[src/rtl/unidade_busca.sv]
// rtl/unidade_busca.sv - Redux-V fetch stage: PC, instruction register, BUSCA/EXECUTA/PARADO sequencing
module unidade_busca #(
  parameter logic [7:0] PC_INICIAL = 8'd0
) (
  input  logic       clock,
  input  logic       reset,
  output logic [7:0] endereco,
  input  logic [7:0] instrucao_in,
  output logic [7:0] instrucao_out,
  output logic [7:0] pc_atual,
  output logic       valido,
  input  logic       parar,
  input  logic       desvio_abs,
  input  logic [7:0] alvo_abs,
  input  logic       desvio_rel,
  input  logic [3:0] deslocamento,
  input  logic       halt,
  output logic       parado
);

  typedef enum logic [1:0] {
    BUSCA   = 2'b00,
    EXECUTA = 2'b01,
    PARADO  = 2'b10
  } estado_t;

  estado_t    r_estado, w_prox_estado;
  logic [7:0] r_pc, w_prox_pc;
  logic [7:0] r_ir, w_prox_ir;
  logic [7:0] r_pc_atual, w_prox_pc_atual;
  logic [7:0] w_desl_ext;

  assign w_desl_ext = {{4{deslocamento[3]}}, deslocamento};

  always_ff @(posedge clock or posedge reset) begin
    if (reset) begin
      r_estado   <= BUSCA;
      r_pc       <= PC_INICIAL;
      r_ir       <= 8'h00;
      r_pc_atual <= 8'h00;
    end else begin
      r_estado   <= w_prox_estado;
      r_pc       <= w_prox_pc;
      r_ir       <= w_prox_ir;
      r_pc_atual <= w_prox_pc_atual;
    end
  end

  // In EXECUTA r_pc still equals the address of the instruction in IR,
  // so the relative target is computed from r_pc directly.
  always_comb begin
    w_prox_estado   = r_estado;
    w_prox_pc       = r_pc;
    w_prox_ir       = r_ir;
    w_prox_pc_atual = r_pc_atual;
    case (r_estado)
      BUSCA: begin
        if (!parar) begin
          w_prox_ir       = instrucao_in;
          w_prox_pc_atual = r_pc;
          w_prox_estado   = EXECUTA;
        end
      end
      EXECUTA: begin
        if (halt) begin
          w_prox_estado = PARADO;
        end else if (!parar) begin
          w_prox_estado = BUSCA;
          if (desvio_abs)      w_prox_pc = alvo_abs;
          else if (desvio_rel) w_prox_pc = r_pc + w_desl_ext;
          else                 w_prox_pc = r_pc + 8'd1;
        end
      end
      PARADO: begin
        w_prox_estado = PARADO;
      end
      default: begin
        w_prox_estado = BUSCA;
      end
    endcase
  end

  assign endereco      = r_pc;
  assign instrucao_out = r_ir;
  assign pc_atual      = r_pc_atual;
  assign valido        = (r_estado == EXECUTA);
  assign parado        = (r_estado == PARADO);

endmodule

[config.mk]
export PLATFORM = sky130hd
export DESIGN_NAME = unidade_busca
export DESIGN_NICKNAME = d
export VERILOG_FILES = /design/src/rtl/unidade_busca.sv
export SDC_FILE = /design/constraint.sdc
export NUM_CORES = 1
export LEC_CHECK = 0
export ABC_AREA = 1
export CELL_PAD_IN_SITES_DETAIL_PLACEMENT = 1
export CELL_PAD_IN_SITES_GLOBAL_PLACEMENT = 2
export CORE_MARGIN = 2
export CORE_UTILIZATION = 25
export DETAILED_ROUTE_END_ITERATION = 6
export PLACE_DENSITY_LB_ADDON = 0.15
export SYNTH_ARGS = -nofsm -noshare
export SYNTH_HDL_FRONTEND = slang
export SYNTH_SLANG_ARGS = --single-unit
export TNS_END_PERCENT = 50
[constraint.sdc]
create_clock -name clock -period 2.1 [get_ports clock]
set_clock_uncertainty 0.15 [all_clocks]
set_input_delay 0.21 -clock clock [delete_from_list [all_inputs] [get_ports clock]]
set_output_delay 0.21 -clock clock [all_outputs]
set_load 0.02 [all_outputs]
==> run metrics <==
pwr/cell area=1380 mW/mm^2; register area=651 um^2; Sink Count=26; syn avg cell area=8.17 um^2; clock root buffer=clkbuf_8; area leader, netlist=dfrtp_1; DR WL/cell=12.4 um; Num CTS Buffers=3; Final Max Slew Viols=0; fmax=527 MHz; sequential area share after synthesis=44.3%; cell area after synthesis=0.00147 mm^2; post-synthesis cell type count=28; RSZ-0062 raised after global routing=no; Starting Density=26.2%; Yosys top cell area share=44.3%; endpoints failing setup=0; overall power=2.97 mW; DRT antenna net count=0; Synth Register Bits=26; initial antenna violation count=0; # nets final=268; outcome=complete, no violations; CTS resizes=0; top cells by area, synth=dfrtp_1 (44%), nand2_1 (11%), mux2_2 (7.7%); PortBufs=51; H-tree depth=1; hold_buf cts=0; DP Area=0.00209 mm^2; dpl hpwl=3140 um; Core ar.=0.00561 mm^2; Worst Hold Class=input pin to asynchronous set/reset pin; maximum VDD drop=0.000444 V; # diodes=0; CP required=2.13 ns; syn_nets=210; Critical Path End Type=flip-flop; die width=80.7 um; largest fanout on the critical path=2; via count=1341; Relative slew margins=71.2%; grt ovf=0; GPL Wtd Cong=0.732; drt pass-1 iters=4; Tcrit/Tclk final=90.3%; Setup Crit Path Kind=input pin to flip-flop; DR iter-0 viols=67; drt drc=0; design area=0.00215 mm^2; GRT Util Overall=13.1%; CP startpoint kind=input pin; Rows=27; Vias/cell=4.34; Hold Vio Cnt, Final=0; I/O pins=52; Clk Latency, worst-skew pair=0.27 ns; commonest non-fill, non-tap cell in the layout=clkdlybuf4s50_1; Max clock buf depth=2; first-pass GRT wire length=6510 um; Post-CTS Setup Bufs=0; max-cap violations=0; clk slew on worst S/H paths=0.09 ns; cell count after synthesis=180; min Tclk post-route=1.90 ns; fillers=701; share of layout cells above drive strength 1=13.5%; largest net degree at the start of global routing=27; die area=0.00651 mm^2; CTS tree=yes; die height=80.7 um; Area growth, synth to finish=46.4%; total wire length=3830 um; vias in the first global route=1334; Worst-Margin Slew=0.432 ns; Leak=1.03 nW; Synth Warn #=0; most frequent cells in the layout=clkdlybuf4s50_1 (50), nand2_1 (44), inv_1 (27), dfrtp_1 (26), nand3_1 (15); Worst Path Arrival=1.92 ns; footprint of the multi-input gates=689 um^2
[cell type report]
| class | instances | area share [%] |
|---|---|---|
| clock buffers | 4 | 2.56 |
| inverters | 27 | 4.71 |
| multi-input cells | 122 | 32.0 |
| flip-flops and latches | 26 | 30.2 |
| well taps | 72 | 4.19 |
| repair buffers | 58 | 26.3 |
[flip-flops by register name, indices dropped and copies added, names as in the netlist]
register / count
endereco: 8
instrucao_out: 8
pc_atual: 8
r_estado: 2
[Yosys cell counts]
library cell,instances
a21oi_1,3
a31oi_1,1
buf_2,2
buf_4,1
clkbuf_1,1
clkbuf_4,1
dfrtp_1,26
fa_1,1
ha_1,3
inv_1,27
mux2_2,10
nand2_1,44
nand2_2,2
nand2_4,2
nand3_1,15
nand3_2,1
nand4_1,1
nor2_1,13
nor2_2,3
nor2_4,1
nor3_2,1
o211ai_1,1
o21ai_0,14
o21ai_1,1
o22ai_1,2
o31ai_1,1
or2_2,1
xor2_1,1
[where the power goes]
group,switching [mW],internal [mW],leakage (nW)
registers,0.178,0.748,0.312
clock network,0.159,0.168,0.0288
logic,0.905,0.812,0.685
total,1.24,1.73,1.03
[per-stage QoR]
step | hold WS [ns] | cells | setup WS, ns | util [%] | TNS [ns]
6_report | 0.149 | 309 | 0.204 | 38.4 | 0
5_1_grt | 0.174 | 309 | 0.0167 | 38.4 | 0
4_1_cts | 0.169 | 309 | 0.106 | 38.3 | 0
3_5_place_dp | 0.326 | 305 | -0.182 | 37.3 | -0.697
3_3_place_gp | 0.321 | 305 | -0.115 | 37.3 | -0.420
2_1_floorplan | 0.100 | 180 | 0.223 | - | 0
[final timing paths]
path	from	end	slack (ns)	depth (start not counted)
setup / recovery	deslocamento[0]	endereco[6]	0.20	14
setup reg to reg	endereco[2]	endereco[5]	0.25	11
max in group asynchronous	reset	endereco[4]	1.40	3
hold / removal	reset	pc_atual[4]	0.15	3
min in group clock	r_estado[0]	r_estado[1]	0.33	1
hold reg to reg	r_estado[0]	r_estado[1]	0.33	1
[kinds of logic after synthesis]
logic type                 count (synthesis)  synth area share, %
and+or+nand+nor                           84                 26.3
buffers and inverters                     32                 8.85
DFF                                       26                 44.3
AOI/OAI and AO/OA                         23                 8.43
muxes                                     10                 7.66
adders and majority gates                  4                 3.92
xor gates and xnor gates                   1                0.596
[critical path: stages]
cell,delay (ns)
clkdlybuf4s50_1,0.45
inv_1,0.04
nand2_1,0.05
ha_1,0.13
inv_1,0.06
fa_1,0.35
inv_1,0.08
nand2_1,0.07
nor2_2,0.10
nand2_1,0.08
nand4_1,0.09
nand3_1,0.09
nand2_1,0.08
nand2_1,0.05
[layer usage]
metal,global-route usage [%],part of all wire (%),routed length (um)
met1,17.6,46,1750
met2,21.7,49,1890
met3,3.15,5.1,197
met4,2.20,0,0
met5,0,0,0
Power figures use the tool's default switching activity.
==> edit (config.mk and constraints unchanged) <==
`r_ir` no longer has a reset.
--- a/src/rtl/unidade_busca.sv
+++ b/src/rtl/unidade_busca.sv
@@ -36,14 +36,16 @@
     if (reset) begin
       r_estado   <= BUSCA;
       r_pc       <= PC_INICIAL;
-      r_ir       <= 8'h00;
       r_pc_atual <= 8'h00;
     end else begin
       r_estado   <= w_prox_estado;
       r_pc       <= w_prox_pc;
-      r_ir       <= w_prox_ir;
       r_pc_atual <= w_prox_pc_atual;
     end
+  end
+
+  always_ff @(posedge clock) begin
+    r_ir <= w_prox_ir;
   end
 
   // In EXECUTA r_pc still equals the address of the instruction in IR,
Function: changed (a bounded check fails within 4 cycles, from zero or initial values and one cycle with reset high).
==> edit against the unedited design <==
  * Routed wire length is 1.4% higher
  * Sequential share of layout area is 2.7 points higher
  * Power is 8.2% lower
  * Synthesized area is 5.0% lower
  * Setup slack worse by 0.0096 ns
  * Final area is 2.6% lower
  * Sequential cell count stayed put
  * Synthesized cell count is 3.9% lower
  * Critical path type unchanged
  * Critical endpoint unchanged
  * Largest power group unchanged
==> edit: results (changes against the unedited design) <==
Sw Pwr -> 1.110 mW (was 1.241 mW)
Slowest-stage cell, CP -> clkdlybuf4s50_1 (unchanged)
Gr usage total -> 0.1286 (was 0.1311)
Met2 WL -> 1.842 mm (was 1.887 mm)
Ranking of synthesized cells by area -> dfrtp_1 32%, edfxtp_1 17%, nand2_1 14%, inv_1 6.7%, nand3_1 4.7% (was dfrtp_1 44%, nand2_1 11%, mux2_2 7.7%, inv_1 6.9%, nand3_1 5.1%)
Post-DP Area -> 2021 µm² (was 2095 µm²)
Setup crit start -> desvio_rel (was deslocamento[0])
Power in the clock group -> 0.409 mW (was 0.326 mW)
Placed insts -> 298 (was 305)
Fill cells -> 657 (was 701)
Fin Hold WS -> 0.1004 ns (was 0.1489 ns)
Total wire length -> 3.888 mm (was 3.834 mm)
Synth cell count leaders -> 53 x nand2_1, 25 x inv_1, 18 x dfrtp_1 (was 44 x nand2_1, 27 x inv_1, 26 x dfrtp_1)
Max_slew headroom -> 0.7394 (was 0.7117)
Largest net degree at the start of global routing -> 19 (was 27)
Met2 Use GR -> 0.2128 (was 0.2167)
Clk Latency, worst-skew pair -> 0.27 ns (about the same)
Switching Share -> 0.4073 (was 0.4180)
Finish-stage setup viols -> 0 (unchanged)
Root Driver -> clkbuf_8 (unchanged)
Largest delay contributor family on the critical path -> simple AND/OR/NAND/NOR gates (was buffers and inverters)
Average cell area after synthesis -> 8.071 µm² (was 8.168 µm²)
Sequential power share -> 0.326 (was 0.312)
# nets final -> 261 (was 268)
Vias in the first global route -> 1307 (was 1334)
Met1 wire length -> 1.845 mm (was 1.748 mm)
Hpwl dp -> 3.216 mm (was 3.139 mm)
Leakage -> 0.9678 nW (was 1.026 nW)
WL/cell -> 12.87 µm (was 12.41 µm)
DRC marker count from the first detailed-route iteration -> 39 (was 67)
First-pass GRT wire length -> 6.354 mm (was 6.513 mm)
Synth unique cells -> 27 (was 28)
Register area share after synthesis -> 0.4946 (was 0.4426)
Syn_nets -> 203 (was 210)
R2R Path Start -> endereco[0]$_DFFE_PP0P_ (was endereco[2]$_DFFE_PP0P_)
Post-synth EDFFs -> 8 (was 0)
Share of layout cells above drive strength 1 -> 0.1000 (was 0.1350)
Status -> finished, final reports clean (unchanged)
Critical-path maximum fanout -> 4 (was 2)
Top sig layer -> met4 (was met3)
DR vias/cell -> 4.315 (was 4.340)
Post-place setup slack -> -0.1578 ns (was -0.1817 ns)
Met1 Use GR -> 0.1737 (was 0.1761)
Final Wtd Congestion -> 0.7890 (was 0.7323)
edit: changes by cell type after synthesis, moves of 2 or more:
cell | unedited run | this run
edfxtp_1 | 0 | 8
nand3_1 | 15 | 13
inv_1 | 27 | 25
dfrtp_1 | 26 | 18
nand2_1 | 44 | 53
o21ai_1 | 1 | 3
mux2_2 | 10 | 0
edit: cells by family after synthesis:
| family | share of synthesized area |
|---|---|
| and+or+nand+nor | 0.2867 |
| buffers and inverters | 0.08244 |
| DFF | 0.4946 |
| AOI/OAI and AO/OA | 0.08870 |
| adders and majority gates | 0.04122 |
| xor gates and xnor gates | 0.006274 |
edit: cell type report:
cell class / count / share of cell area
Sequential cell: 26 / 0.3294
Inverter: 25 / 0.04475
Tap cell: 72 / 0.04296
Clock buffer: 3 / 0.01969
Clock inverter: 1 / 0.01432
Multi-Input combinational cell: 118 / 0.2840
Timing Repair Buffer: 57 / 0.2649
